--- src/rtl/muldiv_unit.sv ---
// Iterative RISC-V M-extension multiply/divide unit: one radix-2 step per cycle
// on operand magnitudes, followed by a sign-fix cycle and a held result.
module muldiv_unit #(
    parameter int WIDTH = 32
) (
    input  logic             clk,
    input  logic             rst_n,
    input  logic [1:0]       ALUOp,
    input  logic [6:0]       Funct7,
    input  logic [2:0]       Funct3,
    input  logic [WIDTH-1:0] operand_a,
    input  logic [WIDTH-1:0] operand_b,
    input  logic             start_valid,
    output logic             start_ready,
    output logic             muldiv_sel,
    output logic [WIDTH-1:0] result,
    output logic             result_valid,
    input  logic             result_ready,
    input  logic             flush,
    output logic [1:0]       dbg_state
);

    // Handshakes: a transfer happens on a rising edge where valid and ready are both high;
    // valid, once raised, holds with stable data until that edge.
    localparam int CW = $clog2(WIDTH) + 1;
    localparam logic [WIDTH-1:0] MIN_VAL = {1'b1, {(WIDTH-1){1'b0}}};

    typedef enum logic [1:0] {IDLE, CALC, FIX, DONE} state_t;

    state_t             state, state_nxt;
    logic [CW-1:0]      cnt;
    logic [2:0]         op;
    logic               a_neg, b_neg, special;
    logic [WIDTH-1:0]   opnd;
    logic [2*WIDTH-1:0] prod;
    logic [WIDTH-1:0]   rem;

    logic               accept, is_div, a_sgn, b_sgn, a_n, b_n, div0, ovf;
    logic [WIDTH-1:0]   abs_a, abs_b, spec_val, fix_val, quo_fix, rem_fix;
    logic [WIDTH:0]     mul_sum, div_shift, div_diff;
    logic [2*WIDTH-1:0] prod_fix;

    assign muldiv_sel  = (ALUOp == 2'b10) && (Funct7 == 7'b0000001);
    assign start_ready = (state == IDLE);
    assign accept      = start_valid && start_ready && muldiv_sel && !flush;
    assign dbg_state   = state;

    assign is_div = Funct3[2];
    assign a_sgn  = (Funct3 == 3'b001) || (Funct3 == 3'b010) || (Funct3 == 3'b100) || (Funct3 == 3'b110);
    assign b_sgn  = (Funct3 == 3'b001) || (Funct3 == 3'b100) || (Funct3 == 3'b110);
    assign a_n    = a_sgn && operand_a[WIDTH-1];
    assign b_n    = b_sgn && operand_b[WIDTH-1];
    assign abs_a  = a_n ? (~operand_a + 1'b1) : operand_a;
    assign abs_b  = b_n ? (~operand_b + 1'b1) : operand_b;
    assign div0   = is_div && (operand_b == '0);
    assign ovf    = is_div && !Funct3[0] && (operand_a == MIN_VAL) && (operand_b == '1);
    // Special results bypass CALC; they ride in the low product half into FIX.
    assign spec_val = div0 ? (Funct3[1] ? operand_a : '1) : (Funct3[1] ? '0 : MIN_VAL);

    assign mul_sum   = {1'b0, prod[2*WIDTH-1:WIDTH]} + {1'b0, opnd};
    assign div_shift = {rem, prod[WIDTH-1]};
    assign div_diff  = div_shift - {1'b0, opnd};

    assign prod_fix = (a_neg ^ b_neg) ? (~prod + 1'b1) : prod;
    assign quo_fix  = (a_neg ^ b_neg) ? (~prod[WIDTH-1:0] + 1'b1) : prod[WIDTH-1:0];
    assign rem_fix  = a_neg ? (~rem + 1'b1) : rem;

    always_comb begin
        fix_val = prod_fix[2*WIDTH-1:WIDTH];
        if (special)
            fix_val = prod[WIDTH-1:0];
        else if (op[2])
            fix_val = op[1] ? rem_fix : quo_fix;
        else if (op[1:0] == 2'b00)
            fix_val = prod_fix[WIDTH-1:0];
    end

    always_comb begin
        state_nxt = state;
        case (state)
            IDLE: if (accept) state_nxt = (div0 || ovf) ? FIX : CALC;
            CALC: if (cnt == CW'(WIDTH)) state_nxt = FIX;
            FIX:  state_nxt = DONE;
            DONE: if (result_ready) state_nxt = IDLE;
            default: state_nxt = IDLE;
        endcase
        if (flush) state_nxt = IDLE;
    end

    always_ff @(posedge clk or negedge rst_n) begin
        if (!rst_n) state <= IDLE;
        else        state <= state_nxt;
    end

    always_ff @(posedge clk or negedge rst_n) begin
        if (!rst_n) begin
            cnt          <= '0;
            op           <= '0;
            a_neg        <= 1'b0;
            b_neg        <= 1'b0;
            special      <= 1'b0;
            opnd         <= '0;
            prod         <= '0;
            rem          <= '0;
            result       <= '0;
            result_valid <= 1'b0;
        end else begin
            if (accept) begin
                op      <= Funct3;
                a_neg   <= a_n;
                b_neg   <= b_n;
                special <= div0 || ovf;
                cnt     <= '0;
                rem     <= '0;
                if (is_div) begin
                    opnd <= abs_b;
                    prod <= {{WIDTH{1'b0}}, (div0 || ovf) ? spec_val : abs_a};
                end else begin
                    opnd <= abs_a;
                    prod <= {{WIDTH{1'b0}}, abs_b};
                end
            end else if (state == CALC && cnt != CW'(WIDTH)) begin
                cnt <= cnt + 1'b1;
                if (op[2]) begin
                    // Restoring step: quotient bits shift in at the bottom of prod.
                    rem                <= div_diff[WIDTH] ? div_shift[WIDTH-1:0] : div_diff[WIDTH-1:0];
                    prod[WIDTH-1:0]    <= {prod[WIDTH-2:0], ~div_diff[WIDTH]};
                end else begin
                    prod <= prod[0] ? {mul_sum, prod[WIDTH-1:1]} : {1'b0, prod[2*WIDTH-1:1]};
                end
            end
            if (state == FIX) begin
                result       <= fix_val;
                result_valid <= 1'b1;
            end
            if (state == DONE && result_ready) result_valid <= 1'b0;
            if (flush) result_valid <= 1'b0;
        end
    end

endmodule
--- config.mk ---
export PLATFORM = sky130hd
export DESIGN_NAME = muldiv_unit
export DESIGN_NICKNAME = d
export VERILOG_FILES = /design/src/rtl/muldiv_unit.sv
export SDC_FILE = /design/constraint.sdc
export NUM_CORES = 1
export LEC_CHECK = 0
export ABC_CLOCK_PERIOD_IN_PS = 3500
export BUFFER_PORTS_ARGS = -buffer_cell sky130_fd_sc_hd__buf_2
export CELL_PAD_IN_SITES_DETAIL_PLACEMENT = 2
export CELL_PAD_IN_SITES_GLOBAL_PLACEMENT = 2
export CORE_MARGIN = 2
export CORE_UTILIZATION = 33
export CTS_CLUSTER_SIZE = 40
export DETAILED_ROUTE_END_ITERATION = 10
export PLACE_DENSITY_LB_ADDON = 0.1
export SLEW_MARGIN = 20
export SYNTH_ARGS = -nofsm -noshare
export SYNTH_HDL_FRONTEND = slang
export SYNTH_SLANG_ARGS = --single-unit
--- constraint.sdc ---
create_clock -name clk -period 3.5 [get_ports clk]
set_clock_uncertainty 0.2 [all_clocks]
set_input_delay 0.525 -clock clk [delete_from_list [all_inputs] [get_ports clk]]
set_output_delay 0.525 -clock clk [all_outputs]
set_load 0.02 [all_outputs]
==> key figures, run 1 <==
Global routing
  – Gr usage total: 32.2%
  – Pin count of the biggest net entering global routing: 89
  – Vias in the first global route: 20.1k
  – First-pass GRT wire length: approximately 130 mm
  – Number of antenna violations at the first check in global routing: 5
  – Remaining global-route overflow: 0

Synthesis
  – Mapped cell area: about 17000 um^2
  – Count of distinct cell types in the synthesized netlist: 81
  – Sequential share of the synthesized area: 26.4%
  – Async set-or-reset flop fraction in the synthesized netlist: 100%
  – Number of nets produced by synthesis: between 2k and 2.5k
  – Total of flip-flops plus latches after synthesis: approximately 180
  – Post-synth EDFFs: 0
  – Most used flip-flop cell after synthesis: sky130_fd_sc_hd__dfrtp_1
  – Cell count after synthesis: ~2.2k
  – Warnings, synthesis: 0
  – Average instance area after synthesis: between 7 and 8 um^2

Power
  – Maximum ir drop on the vdd rail: 436 uV
  – Internal power component: approximately 6100 uW
  – Part of the total power dissipated in combinational logic: a little under three fifths
  – Seq pwr share: 27.6%
  – Reported net switching power: approximately 5700 uW
  – Areal power density over the cells: 574 nW/um^2
  – Clock power share: roughly 17%
  – Leak pwr: 0.00909 uW
  – Sw Ratio: 48.1%
  – Power after layout: 11800 uW

Floorplanning
  – Number of top-level design ports: about 120
  – Initial core utilization: between 30% and 40%
  – Horizontal die dimension: 228 um
  – Core footprint: 50000 um^2
  – Die height: about 230 um
  – Total die area: 52100 um^2
  – Row count: just over 80

Route
  – Count of unresolved DRC violations after routing: 0
  – Initial DRC count: approximately 1.2k
  – Wire per inst: 26.8 um
  – Number of detailed-route iterations in the first pass: 5
  – DRT antenna net count: 0
  – Aggregate routed wire length: 84.6 mm
  – Total vias in the final route: about 19k
  – Routed vias/inst: 5.90

STA
  – Hold Violations, Final: 0
  – Actual slew at the worst max-slew pin: between 1 and 1.5 ns
  – Worst hold slack: roughly 0.053 ns
  – Final cycle utilization of the critical path: between 90 and 100%
  – Max_slew headroom: between 30% and 40%
  – Post-layout minimum cycle time: 3.40 ns
  – Final Max Tran Viols: 0
  – Finish-stage setup viols: 0
  – Worst setup margin: 0.0994 ns
  – Maximum operating frequency: about 0.3 GHz
  – TNS Setup: 0 ns

Setup path
  – Data required time at the worst endpoint: ~3.7 ns
  – Startpoint of the most critical setup path: prod[12]
  – Critical path arrival: 3.59 ns
  – Register-to-Register Setup Slack: roughly 0.1 ns
  – Critical setup path kind: reg2reg
  – Critical Path Start Type: flip-flop
  – FF-to-FF Start: prod[12]
  – Largest fanout on the critical path: 5
  – Critical path endpoint category: flip-flop

Clocking
  – Total number of H-tree levels: 4
  – Maximum clock insertion buffer count: 2
  – Clock root cell: sky130_fd_sc_hd__clkbuf_16
  – Clock network latency to the later pin of the worst-skew pair: between 0.5 and 0.6 ns
  – Cts bufs inserted: 17
  – CTS tree: built
  – Number of sinks driven by the clock tree: ~180
  – Clock transition at the registers of the reported paths: around 0.080 ns

Placed design
  – Dpl cells: 3113
  – Port Buf Inserts: roughly 120
  – Pre-CTS setup slack: -0.179 ns
  – GP Congestion: approximately 0.9
  – Placed wire-length estimate: around 68 mm

Cells and area
  – P&R area growth vs syn: 24.0%
  – Fraction of layout instances using a drive strength above 1: between 20 and 25%
  – NumNets Final: 2627
  – Post-route non-filler standard cell count: around 3.2k
  – Number of diodes added for antenna fixing: 0

Worst hold path
  – Worst hold path startpoint: flush
  – Class of the tightest hold or removal check: in2reg

Outcome
  – Outcome: finished clean

Job
  – Count of maximum capacitance violations: 0
==> cell usage in the layout (no fill, tap or decap), types with 7 or more instances in the layout <==
cell type / netlist / final
sky130_fd_sc_hd__nor2_1: 193 / 191
sky130_fd_sc_hd__o21a_1: 17 / 17
sky130_fd_sc_hd__nor4_1: 27 / 24
sky130_fd_sc_hd__a211oi_1: 22 / 19
sky130_fd_sc_hd__a31oi_1: 24 / 23
sky130_fd_sc_hd__o21bai_1: 11 / 11
sky130_fd_sc_hd__and3_1: 14 / 14
sky130_fd_sc_hd__o31ai_1: 31 / 31
sky130_fd_sc_hd__a221oi_1: 7 / 7
sky130_fd_sc_hd__a22oi_1: 18 / 18
sky130_fd_sc_hd__nor2b_1: 14 / 14
sky130_fd_sc_hd__inv_1: 74 / 73
sky130_fd_sc_hd__or4_1: 13 / 12
sky130_fd_sc_hd__nand2b_1: 17 / 16
sky130_fd_sc_hd__clkbuf_16: 0 / 17
sky130_fd_sc_hd__a21o_1: 31 / 31
sky130_fd_sc_hd__o21ai_0: 258 / 251
sky130_fd_sc_hd__o211ai_1: 41 / 41
sky130_fd_sc_hd__xnor2_1: 104 / 103
sky130_fd_sc_hd__nand3b_1: 16 / 16
sky130_fd_sc_hd__a32oi_1: 8 / 8
sky130_fd_sc_hd__o22ai_1: 19 / 19
sky130_fd_sc_hd__nand4_1: 32 / 32
sky130_fd_sc_hd__buf_2: 5 / 116
sky130_fd_sc_hd__buf_12: 0 / 7
sky130_fd_sc_hd__nand3_1: 31 / 30
sky130_fd_sc_hd__nand2_1: 227 / 227
sky130_fd_sc_hd__xor2_1: 102 / 102
sky130_fd_sc_hd__o41ai_1: 16 / 14
sky130_fd_sc_hd__or3_1: 27 / 27
sky130_fd_sc_hd__dfrtp_1: 175 / 173
sky130_fd_sc_hd__o21ai_1: 3 / 8
sky130_fd_sc_hd__buf_4: 2 / 278
sky130_fd_sc_hd__mux2i_1: 69 / 69
sky130_fd_sc_hd__nor3_1: 42 / 42
sky130_fd_sc_hd__o221ai_1: 15 / 15
sky130_fd_sc_hd__a21oi_1: 181 / 175
sky130_fd_sc_hd__ha_1: 75 / 69
==> cells in the mapped netlist (all sizes together) (4+ instances only) <==
cell / n / share of area (%)
a22oi: 18 / 0.81
a32oi: 8 / 0.42
nor4: 30 / 1.2
o21bai: 11 / 0.50
clkbuf: 113 / 2.6
a31oi: 24 / 0.90
o221ai: 15 / 0.79
or4: 16 / 0.79
a31o: 5 / 0.26
mux2i: 69 / 4.2
o21ai: 261 / 7.9
nand2: 227 / 5.1
o211ai: 41 / 1.9
nor4b: 4 / 0.21
buf: 24 / 0.67
inv: 74 / 1.7
nand2b: 17 / 0.64
a22o: 5 / 0.26
o41ai: 16 / 0.84
xnor2: 104 / 5.5
nor2: 194 / 4.4
ha: 75 / 5.6
o22ai: 19 / 0.72
a21oi: 182 / 5.5
nor3b: 8 / 0.36
a211oi: 22 / 0.99
nor3: 42 / 1.3
mux2: 6 / 0.43
nand3b: 16 / 0.72
o31ai: 31 / 1.4
nor2b: 14 / 0.53
o21a: 17 / 0.77
nand3: 31 / 0.93
a21o: 31 / 1.4
dfrtp: 175 / 26
or3: 28 / 1.1
clkinv: 4 / 0.090
and3: 14 / 0.53
nand4: 32 / 1.2
a221oi: 8 / 0.46
xor2: 102 / 5.4
==> area by class of cell <==
class | count | area (um^2)
Inverter | 78 | 293
Timing Repair Buffer | 406 | 2890
Tap cell | 672 | 841
Multi-Input combinational cell | 1791 | 11600
Clock buffer | 20 | 457
Sequential cell | 175 | 4380
Fill cell | 5875 | 29400
Clock inverter | 11 | 109
==> state kept, by name, indices dropped and copies added, names as in the netlist, 2 cells and up <==
name       cells
prod          64
dbg_state      2
opnd          32
cnt            6
rem           32
op             3
result        32
==> layer usage <==
layer  vias up  part of all wire, %  track usage, %  routed length, um
met5         -                0.040               0                 34
met4         6                  4.3            13.4               3610
met3       137                  3.5            4.24               2940
met2       397                   48            55.2              40700
met1      9567                   44            40.8              37300
li1       8497                    -               -                  -
==> worst max-delay path: stages, from the launching register on <==
cell and delay [ns]:
sky130_fd_sc_hd__dfrtp_1 0.38, sky130_fd_sc_hd__or4_1 0.67, sky130_fd_sc_hd__or4_1 0.58, sky130_fd_sc_hd__buf_4 0.21, sky130_fd_sc_hd__and3b_1 0.35, sky130_fd_sc_hd__nand2_1 0.10
sky130_fd_sc_hd__nor3_1 0.16, sky130_fd_sc_hd__buf_4 0.15, sky130_fd_sc_hd__nor2_1 0.04, sky130_fd_sc_hd__xor2_1 0.17, sky130_fd_sc_hd__a21oi_1 0.20, sky130_fd_sc_hd__nor2_1 0.07
==> repair_timing <==
action / CTS / global route
endpoints found under the hold margin: 79 / 0
setup endpoints to repair: 28 / 42
pin swaps: 4 / 9
gates resized for setup: 13 / 32
cloned: 1 / 0
setup buffers: 4 / 2
hold buffers: 2 / 0
==> per-stage QoR <==
| stage | cell area, um^2 | util [%] |
|---|---|---|
| floorplan | 16600 | - |
| finish | 20600 | 41.2 |
| global placement | 19800 | 39.5 |
| CTS | 20500 | 40.9 |
| detailed placement | 19800 | 39.5 |
| global route | 20600 | 41.2 |
==> worst paths after layout <==
path / cells past startpoint / end
max: 11 / result[18]
min: 2 / result_valid
max reg2reg: 11 / result[18]
min reg2reg: 2 / result[2]
max in group asynchronous: 3 / rem[22]
min in group asynchronous: 2 / prod[41]
==> kinds of logic (layout without fill, tap and decap cells) <==
| kind of cell | after synthesis | after routing | share of synthesized area (%) |
|---|---|---|---|
| muxes | 75 | 75 | 4.59 |
| and+or+nand+nor | 688 | 688 | 19.8 |
| DFF | 175 | 175 | 26.4 |
| xor gates and xnor gates | 206 | 206 | 10.9 |
| AOI/OAI and AO/OA | 745 | 745 | 27.5 |
| buffers and inverters | 215 | 515 | 4.99 |
| adders and majority gates | 77 | 77 | 5.89 |
==> power by group through the flow <==
stage | Clock, uW | Sequential, uW | Combinational, uW
floorplan | 0 | 3260 | 3600
global placement | 0 | 3250 | 6180
detailed placement | 0 | 3270 | 6400
CTS | 2030 | 3240 | 6470
global route | 2100 | 3310 | 7110
finish | 2000 | 3260 | 6560
Note: power is estimated with default switching activity, not from simulation.
==> inputs of run 2 (changes only) <==
- RECOVER_POWER: default -> 25
==> run 2 against run 1 <==
- the run now ends with max-capacitance violations, max-slew violations left
- final cell count stayed put
- sequential power hardly changed
- clock power hardly changed
- first-iteration DRC count is 5.4% lower
- sequential share of layout area hardly changed
- maximum frequency is 0.49% lower
- routed wire length hardly changed
- via count is 0.21% lower
- clock-buffer cell count stayed put
- worst setup slack worse by 0.017 ns
- hold slack worse by 0.0040 ns
- critical path type unchanged
- critical endpoint is now rem[23]
- highest routed layer unchanged
==> key figures, run 2 (synthesis gave the netlist of run 1 again) <==
Cells and area
  – P&R area growth vs syn: 23.9% (was 24.0%)
  – Top register by number of flip-flops: prod (unchanged)
  – Post-route non-filler standard cell count: 3153 (unchanged)
  – Final core utilization: 41.2% (about the same)
  – Most frequent standard cell in the layout excluding fill and tap cells: sky130_fd_sc_hd__buf_4 (unchanged)
  – Cell area after layout: 20600 um^2 (about the same)
  – Combined area of the multi-input logic cells: 11600 um^2 (unchanged)
  – Fraction of layout instances using a drive strength above 1: 20.2% (unchanged)
  – Most used cells in the layout excluding fill and tap cells: sky130_fd_sc_hd__buf_4 (278), sky130_fd_sc_hd__o21ai_0 (251), sky130_fd_sc_hd__nand2_1 (227), sky130_fd_sc_hd__nor2_1 (191), sky130_fd_sc_hd__a21oi_1 (175) (unchanged)
  – Number of diodes added for antenna fixing: 0 (unchanged)
  – Seq. cell area: 4380 um^2 (unchanged)
  – NumNets Final: 2627 (unchanged)
  – Count of fill cells added during filler insertion: 5876 (was 5875)
  – Flip-flop count of the largest register after layout: 64 (unchanged)

Floorplanning
  – Total die area: 52100 um^2 (unchanged)
  – Core footprint: 50000 um^2 (unchanged)
  – Initial core utilization: 33.2% (unchanged)
  – Number of top-level design ports: 118 (unchanged)
  – Die height: 228 um (unchanged)
  – Row count: 82 (unchanged)
  – Horizontal die dimension: 228 um (unchanged)

Placed design
  – Port Buf Inserts: 117 (unchanged)
  – Placed cell area: 19800 um^2 (unchanged)
  – Placed wire-length estimate: 68.2 mm (unchanged)
  – Dpl cells: 3113 (unchanged)
  – GP Congestion: 0.908 (unchanged)
  – Pre-CTS setup slack: -0.179 ns (unchanged)

Global routing
  – First-pass GRT wire length: 127 mm (unchanged)
  – Number of antenna violations at the first check in global routing: 5 (unchanged)
  – Remaining global-route overflow: 0 (unchanged)
  – Gr usage total: 32.2% (unchanged)
  – Vias in the first global route: 20.1k (unchanged)
  – Pin count of the biggest net entering global routing: 89 (unchanged)

Clocking
  – CTS tree: built (unchanged)
  – Clock root cell: sky130_fd_sc_hd__clkbuf_16 (unchanged)
  – Cts bufs inserted: 17 (unchanged)
  – Clock network latency to the later pin of the worst-skew pair: 0.51 ns (about the same)
  – Maximum clock insertion buffer count: 2 (unchanged)
  – Total number of H-tree levels: 4 (unchanged)
  – Number of sinks driven by the clock tree: 175 (unchanged)
  – Clock transition at the registers of the reported paths: 0.08 ns (about the same)

Job
  – Count of maximum capacitance violations: 1 (was 0)

Route
  – Total vias in the final route: 18.6k (about the same)
  – Met2 wire length: 40.8 mm (was 40.7 mm)
  – Aggregate routed wire length: 84.5 mm (was 84.6 mm)
  – Routed vias/inst: 5.89 (was 5.90)
  – Uppermost layer routed: met5 (unchanged)
  – Routed metal-1 wire length: 36.9 mm (was 37.3 mm)
  – DRT antenna net count: 0 (unchanged)
  – Number of detailed-route iterations in the first pass: 5 (unchanged)
  – Wire per inst: 26.8 um (about the same)
  – Count of unresolved DRC violations after routing: 0 (unchanged)
  – Met3 WL: 3.04 mm (was 2.94 mm)
  – Initial DRC count: 1098 (was 1161)

STA
  – Max_slew headroom: -61.2% (was 31.1%)
  – Post-layout minimum cycle time: 3.42 ns (was 3.40 ns)
  – Final Max Tran Viols: 81 (was 0)
  – Actual slew at the worst max-slew pin: 2.42 ns (was 1.03 ns)
  – Final cycle utilization of the critical path: 97.6% (was 97.2%)
  – Worst setup margin: 0.0827 ns (was 0.0994 ns)
  – Hold Violations, Final: 0 (unchanged)
  – Finish-stage setup viols: 0 (unchanged)
  – Maximum operating frequency: 0.293 GHz (was 0.294 GHz)

Worst hold path
  – WHS Path Cells: 2 (unchanged)
  – Class of the tightest hold or removal check: in2reg (unchanged)

Outcome
  – Outcome: complete, but fails checks (was finished clean)
  – Violations in the final reports: max-capacitance violations, max-slew violations

Setup path
  – Data required time at the worst endpoint: 3.68 ns (was 3.69 ns)
  – Worst-case reg-to-reg path depth: 14 (was 11)
  – Critical path endpoint category: flip-flop (unchanged)
  – Largest fanout on the critical path: 6 (was 5)
  – Critical Path Start Type: flip-flop (unchanged)
  – Critical setup path kind: reg2reg (unchanged)
  – Critical path arrival: 3.60 ns (was 3.59 ns)

Power
  – Maximum ir drop on the vdd rail: 438 uV (was 436 uV)
  – Leak pwr: 0.00908 uW (was 0.00909 uW)
  – Power after layout: 11800 uW (about the same)
  – Areal power density over the cells: 574 nW/um^2 (about the same)
## run 2: cell types whose count changed in the layout (fill, tap and decap cells not counted), sizes merged
cell    previous run  this run
buf              402       403
clkbuf            21        20
## run 2: worst max-delay path, stage by stage (launching register included)
cell and delay [ns]:
sky130_fd_sc_hd__dfrtp_1 0.39, sky130_fd_sc_hd__inv_1 0.19, sky130_fd_sc_hd__ha_1 0.33, sky130_fd_sc_hd__a21o_1 0.21, sky130_fd_sc_hd__a21oi_1 0.35, sky130_fd_sc_hd__a31oi_4 0.14
sky130_fd_sc_hd__o21ai_4 0.21, sky130_fd_sc_hd__a211oi_2 0.09, sky130_fd_sc_hd__buf_4 0.14, sky130_fd_sc_hd__a211oi_4 0.32, sky130_fd_sc_hd__buf_12 0.17, sky130_fd_sc_hd__buf_6 0.13
sky130_fd_sc_hd__buf_4 0.12, sky130_fd_sc_hd__mux2i_1 0.19, sky130_fd_sc_hd__o21ai_0 0.10
## run 2: final timing paths
| kind | start | endpoint | slack, ns |
|---|---|---|---|
| worst max-delay path | opnd[9] | rem[23] | 0.08 |
| worst min-delay path | flush | result_valid | 0.05 |
| worst max register to register | opnd[9] | rem[23] | 0.08 |
| worst min register to register | result[2] | result[2] | 0.32 |
| max in group asynchronous | rst_n | op[2] | 0.38 |
| min in group asynchronous | rst_n | result[11] | 1.07 |
## run 2: what timing repair did
action | CTS | global route
resized for setup | 13 | 32
hold endpoints to repair | 79 | 0
cloned | 1 | 0
setup buffers | 4 | 2
endpoints found under the setup margin | 28 | 42
hold buffers | 2 | 0
pin swaps | 4 | 9
## run 2: metal layers
layer | vias up | GRT usage, %
met1 | 9532 | 40.8
met3 | 140 | 4.24
met5 | - | 0
met2 | 395 | 55.2
met4 | 6 | 13.4
li1 | 8492 | -
## run 2: where the power goes
part / switching, uW / internal, uW / total [uW]
sequential: 701 / 2560 / 3260
clock: 977 / 1020 / 1990
combinational: 4000 / 2550 / 6560
## run 2: area by class of cell
cell class | count | share of cell area, %
Multi-Input combinational cell | 1791 | 56.5
Sequential cell | 175 | 21.3
Timing Repair Buffer | 406 | 14.0
Tap cell | 672 | 4.08
Clock buffer | 20 | 2.22
Inverter | 78 | 1.42
Clock inverter | 11 | 0.529
## run 2: stage by stage
stage / hold slack [ns] / TNS (ns)
floorplan: 0.0294 / 0
global placement: 0.276 / 0
detailed placement: 0.294 / -1.80
CTS: 0.0289 / 0
global route: 0.0545 / -0.00378
finish: 0.0491 / 0
==> inputs of run 3 (changes only) <==
- CAP_MARGIN: default -> 20
- CTS_BUF_LIST: default -> sky130_fd_sc_hd__clkbuf_16
- MAX_ROUTING_LAYER: default -> met4
==> run 3 against run 2 <==
- the run still ends with max-capacitance violations, max-slew violations left
- worst setup slack worse by 0.0036 ns
- critical path depth shrank 1
- sequential share of layout area shrank 0.15 points
- hold slack gained 0.0013 ns
- sequential cell count did not move
- sequential power about the same
- final cell count up 0.32%
- clock power rose by 13%
- non-clock buffer count grew 7
- die area unchanged
- critical path type unchanged
==> key figures, run 3 (synthesis gave the netlist of run 1 again) <==
Setup path
  – Largest fanout on the critical path: 10 (was 6)
  – Stage delay of the slowest cell on the critical path: 0.55 ns (was 0.39 ns)
  – Critical path endpoint category: flip-flop (unchanged)
  – Critical path arrival: 3.66 ns (was 3.60 ns)
  – Critical setup path kind: reg2reg (unchanged)
  – Crit-path cells: inv_1, ha_1, nor2_1, or4_4, a31oi_4, o21ai_2, a211oi_2, buf_4, a211oi_4, buf_4, bufbuf_16, or3_1, o21ai_1 (was inv_1, ha_1, a21o_1, a21oi_1, a31oi_4, o21ai_4, a211oi_2, buf_4, a211oi_4, buf_12, buf_6, buf_4, mux2i_1, o21ai_0)
  – Standard cell with the maximum stage delay on the critical path: sky130_fd_sc_hd__or4_4 (was sky130_fd_sc_hd__dfrtp_1)
  – Cell repeated most along the worst path: sky130_fd_sc_hd__buf_4 (unchanged)
  – Data required time at the worst endpoint: 3.74 ns (was 3.68 ns)
  – Critical Path Start Type: flip-flop (unchanged)

Floorplanning
  – Core footprint: 50000 um^2 (unchanged)
  – Horizontal die dimension: 228 um (unchanged)
  – Die height: 228 um (unchanged)
  – Number of top-level design ports: 118 (unchanged)
  – Row count: 82 (unchanged)
  – Total die area: 52100 um^2 (unchanged)
  – Initial core utilization: 33.2% (unchanged)

Clocking
  – Cts bufs inserted: 17 (unchanged)
  – CTS tree: built (unchanged)
  – Clock transition at the registers of the reported paths: 0.08 ns (about the same)
  – Total number of H-tree levels: 4 (unchanged)
  – Maximum clock insertion buffer count: 2 (unchanged)
  – Number of sinks driven by the clock tree: 175 (unchanged)
  – Clock root cell: sky130_fd_sc_hd__clkbuf_16 (unchanged)
  – Clock network latency to the later pin of the worst-skew pair: 0.51 ns (about the same)

Cells and area
  – Most used cells in the layout excluding fill and tap cells: sky130_fd_sc_hd__buf_4 (284), sky130_fd_sc_hd__o21ai_0 (251), sky130_fd_sc_hd__nand2_1 (227), sky130_fd_sc_hd__nor2_1 (191), sky130_fd_sc_hd__a21oi_1 (175) (was sky130_fd_sc_hd__buf_4 (278), sky130_fd_sc_hd__o21ai_0 (251), sky130_fd_sc_hd__nand2_1 (227), sky130_fd_sc_hd__nor2_1 (191), sky130_fd_sc_hd__a21oi_1 (175))
  – P&R area growth vs syn: 24.9% (was 23.9%)
  – NumNets Final: 2634 (was 2627)
  – Cell area after layout: 20700 um^2 (was 20600 um^2)
  – Top register by number of flip-flops: prod (unchanged)
  – Flip-flop count of the largest register after layout: 64 (unchanged)
  – Most frequent standard cell in the layout excluding fill and tap cells: sky130_fd_sc_hd__buf_4 (unchanged)
  – Fraction of layout instances using a drive strength above 1: 20.9% (was 20.2%)
  – Post-route non-filler standard cell count: 3163 (was 3153)

STA
  – Post-layout minimum cycle time: 3.42 ns (about the same)
  – TNS Setup: 0 ns (unchanged)
  – Final cycle utilization of the critical path: 97.7% (was 97.6%)
  – Actual slew at the worst max-slew pin: 1.68 ns (was 2.42 ns)
  – Hold Violations, Final: 0 (unchanged)
  – Max_slew headroom: -12.3% (was -61.2%)
  – Finish-stage setup viols: 0 (unchanged)
  – Final Max Tran Viols: 48 (was 81)
  – Maximum operating frequency: 0.292 GHz (was 0.293 GHz)

Global routing
  – Met1 Track Usage GR: 41.9% (was 40.8%)
  – Met2 global-route usage: 55.3% (was 55.2%)
  – Met3 global-route usage: 4.19% (was 4.24%)
  – Number of antenna violations at the first check in global routing: 1 (was 5)
  – Vias in the first global route: 20.2k (was 20.1k)
  – Remaining global-route overflow: 0 (unchanged)
  – Pin count of the biggest net entering global routing: 89 (unchanged)
  – Gr usage total: 33.8% (was 32.2%)
  – GRT busiest layer: met2 (unchanged)
  – First-pass GRT wire length: 130 mm (was 127 mm)

Power
  – Sw Ratio: 47.0% (was 48.1%)
  – Seq pwr share: 26.9% (was 27.6%)
  – Maximum ir drop on the vdd rail: 460 uV (was 438 uV)
  – Internal power component: 6420 uW (was 6130 uW)
  – Leak pwr: 0.00915 uW (was 0.00908 uW)
  – Areal power density over the cells: 583 nW/um^2 (was 574 nW/um^2)
  – Clock power share: 18.6% (was 16.9%)
  – Power after layout: 12100 uW (was 11800 uW)
  – Part of the total power dissipated in combinational logic: 54.5% (was 55.5%)
  – Reported net switching power: 5680 uW (about the same)

Job
  – Count of maximum capacitance violations: 1 (unchanged)

Route
  – Wire per inst: 27.1 um (was 26.8 um)
  – DRT antenna net count: 0 (unchanged)
  – Count of unresolved DRC violations after routing: 0 (unchanged)
  – Routed vias/inst: 5.95 (was 5.89)
  – Aggregate routed wire length: 85.8 mm (was 84.5 mm)
  – Total vias in the final route: 18.8k (was 18.6k)
  – Number of detailed-route iterations in the first pass: 5 (unchanged)
  – Initial DRC count: 1347 (was 1098)

Placed design
  – Dpl cells: 3114 (was 3113)
  – Port Buf Inserts: 117 (unchanged)
  – Placed wire-length estimate: 68.5 mm (was 68.2 mm)
  – Placed cell area: 19800 um^2 (about the same)
  – GP Congestion: 0.926 (was 0.908)

Outcome
  – Outcome: complete, but fails checks (unchanged)
  – Violations in the final reports: max-capacitance violations, max-slew violations (unchanged)

Worst hold path
  – Class of the tightest hold or removal check: in2reg (unchanged)
## run 3: critical path, delay by kind of cell, from the launching register on
| kind | cells | cell delay (ns) |
|---|---|---|
| DFF | 1 | 0.40 |
| AOI/OAI and AO/OA | 5 | 0.62 |
| buffers and inverters | 4 | 0.72 |
| adders and majority gates | 1 | 0.40 |
| and+or+nand+nor | 3 | 0.98 |
## run 3: path summary, 6_finish.rpt
check	start	end	slack, ns	cells after the start
max	opnd[11]	rem[27]	0.08	13
min	flush	dbg_state[0]	0.05	2
max reg2reg	opnd[11]	rem[27]	0.08	13
min reg2reg	result[6]	result[6]	0.30	2
max in group asynchronous	rst_n	opnd[12]	0.40	3
min in group asynchronous	rst_n	result[10]	0.78	2
## run 3: metal layers
metal | part of all wire, % | wire, um | vias to the layer above
li1 | - | - | 8524
met2 | 48 | 41200 | 460
met3 | 3.9 | 3320 | 145
met5 | 0 | 0 | -
met1 | 44 | 37600 | 9695
met4 | 4.4 | 3750 | 0
## run 3: power by group through the flow
stage	clock, uW	combinational [uW]	sequential (uW)
floorplan	0	3600	3260
global placement	0	6210	3250
detailed placement	0	6420	3270
CTS	2290	6480	3230
global route	2360	7170	3310
finish	2250	6600	3260
## run 3: cell type report
cell class,instances,area (um^2)
well taps,672,841
diodes,2,5.00
clock inverters,15,215
clock buffers,17,425
inverters,78,293
multi-input cells,1791,11700
flip-flops and latches,175,4390
repair buffers,413,2920
fillers,5831,29200
## run 3: timing repair
item / CTS / global route
hold buffers: 2 / 0
buffers inserted: 7 / 6
setup endpoints to repair: 29 / 48
resized for setup: 16 / 38
hold endpoints to repair: 46 / 0
pin swaps: 4 / 9
gates cloned: 1 / 0
## run 3: per-stage QoR
step	setup slack, ns	hold slack, ns	utilization, %
CTS	0.00199	0.0126	41.2
floorplan	0.162	0.0294	-
global route	-0.0168	0.0354	41.5
detailed placement	-0.179	0.290	39.6
global placement	-0.00455	0.290	39.6
finish	0.0791	0.0504	41.5
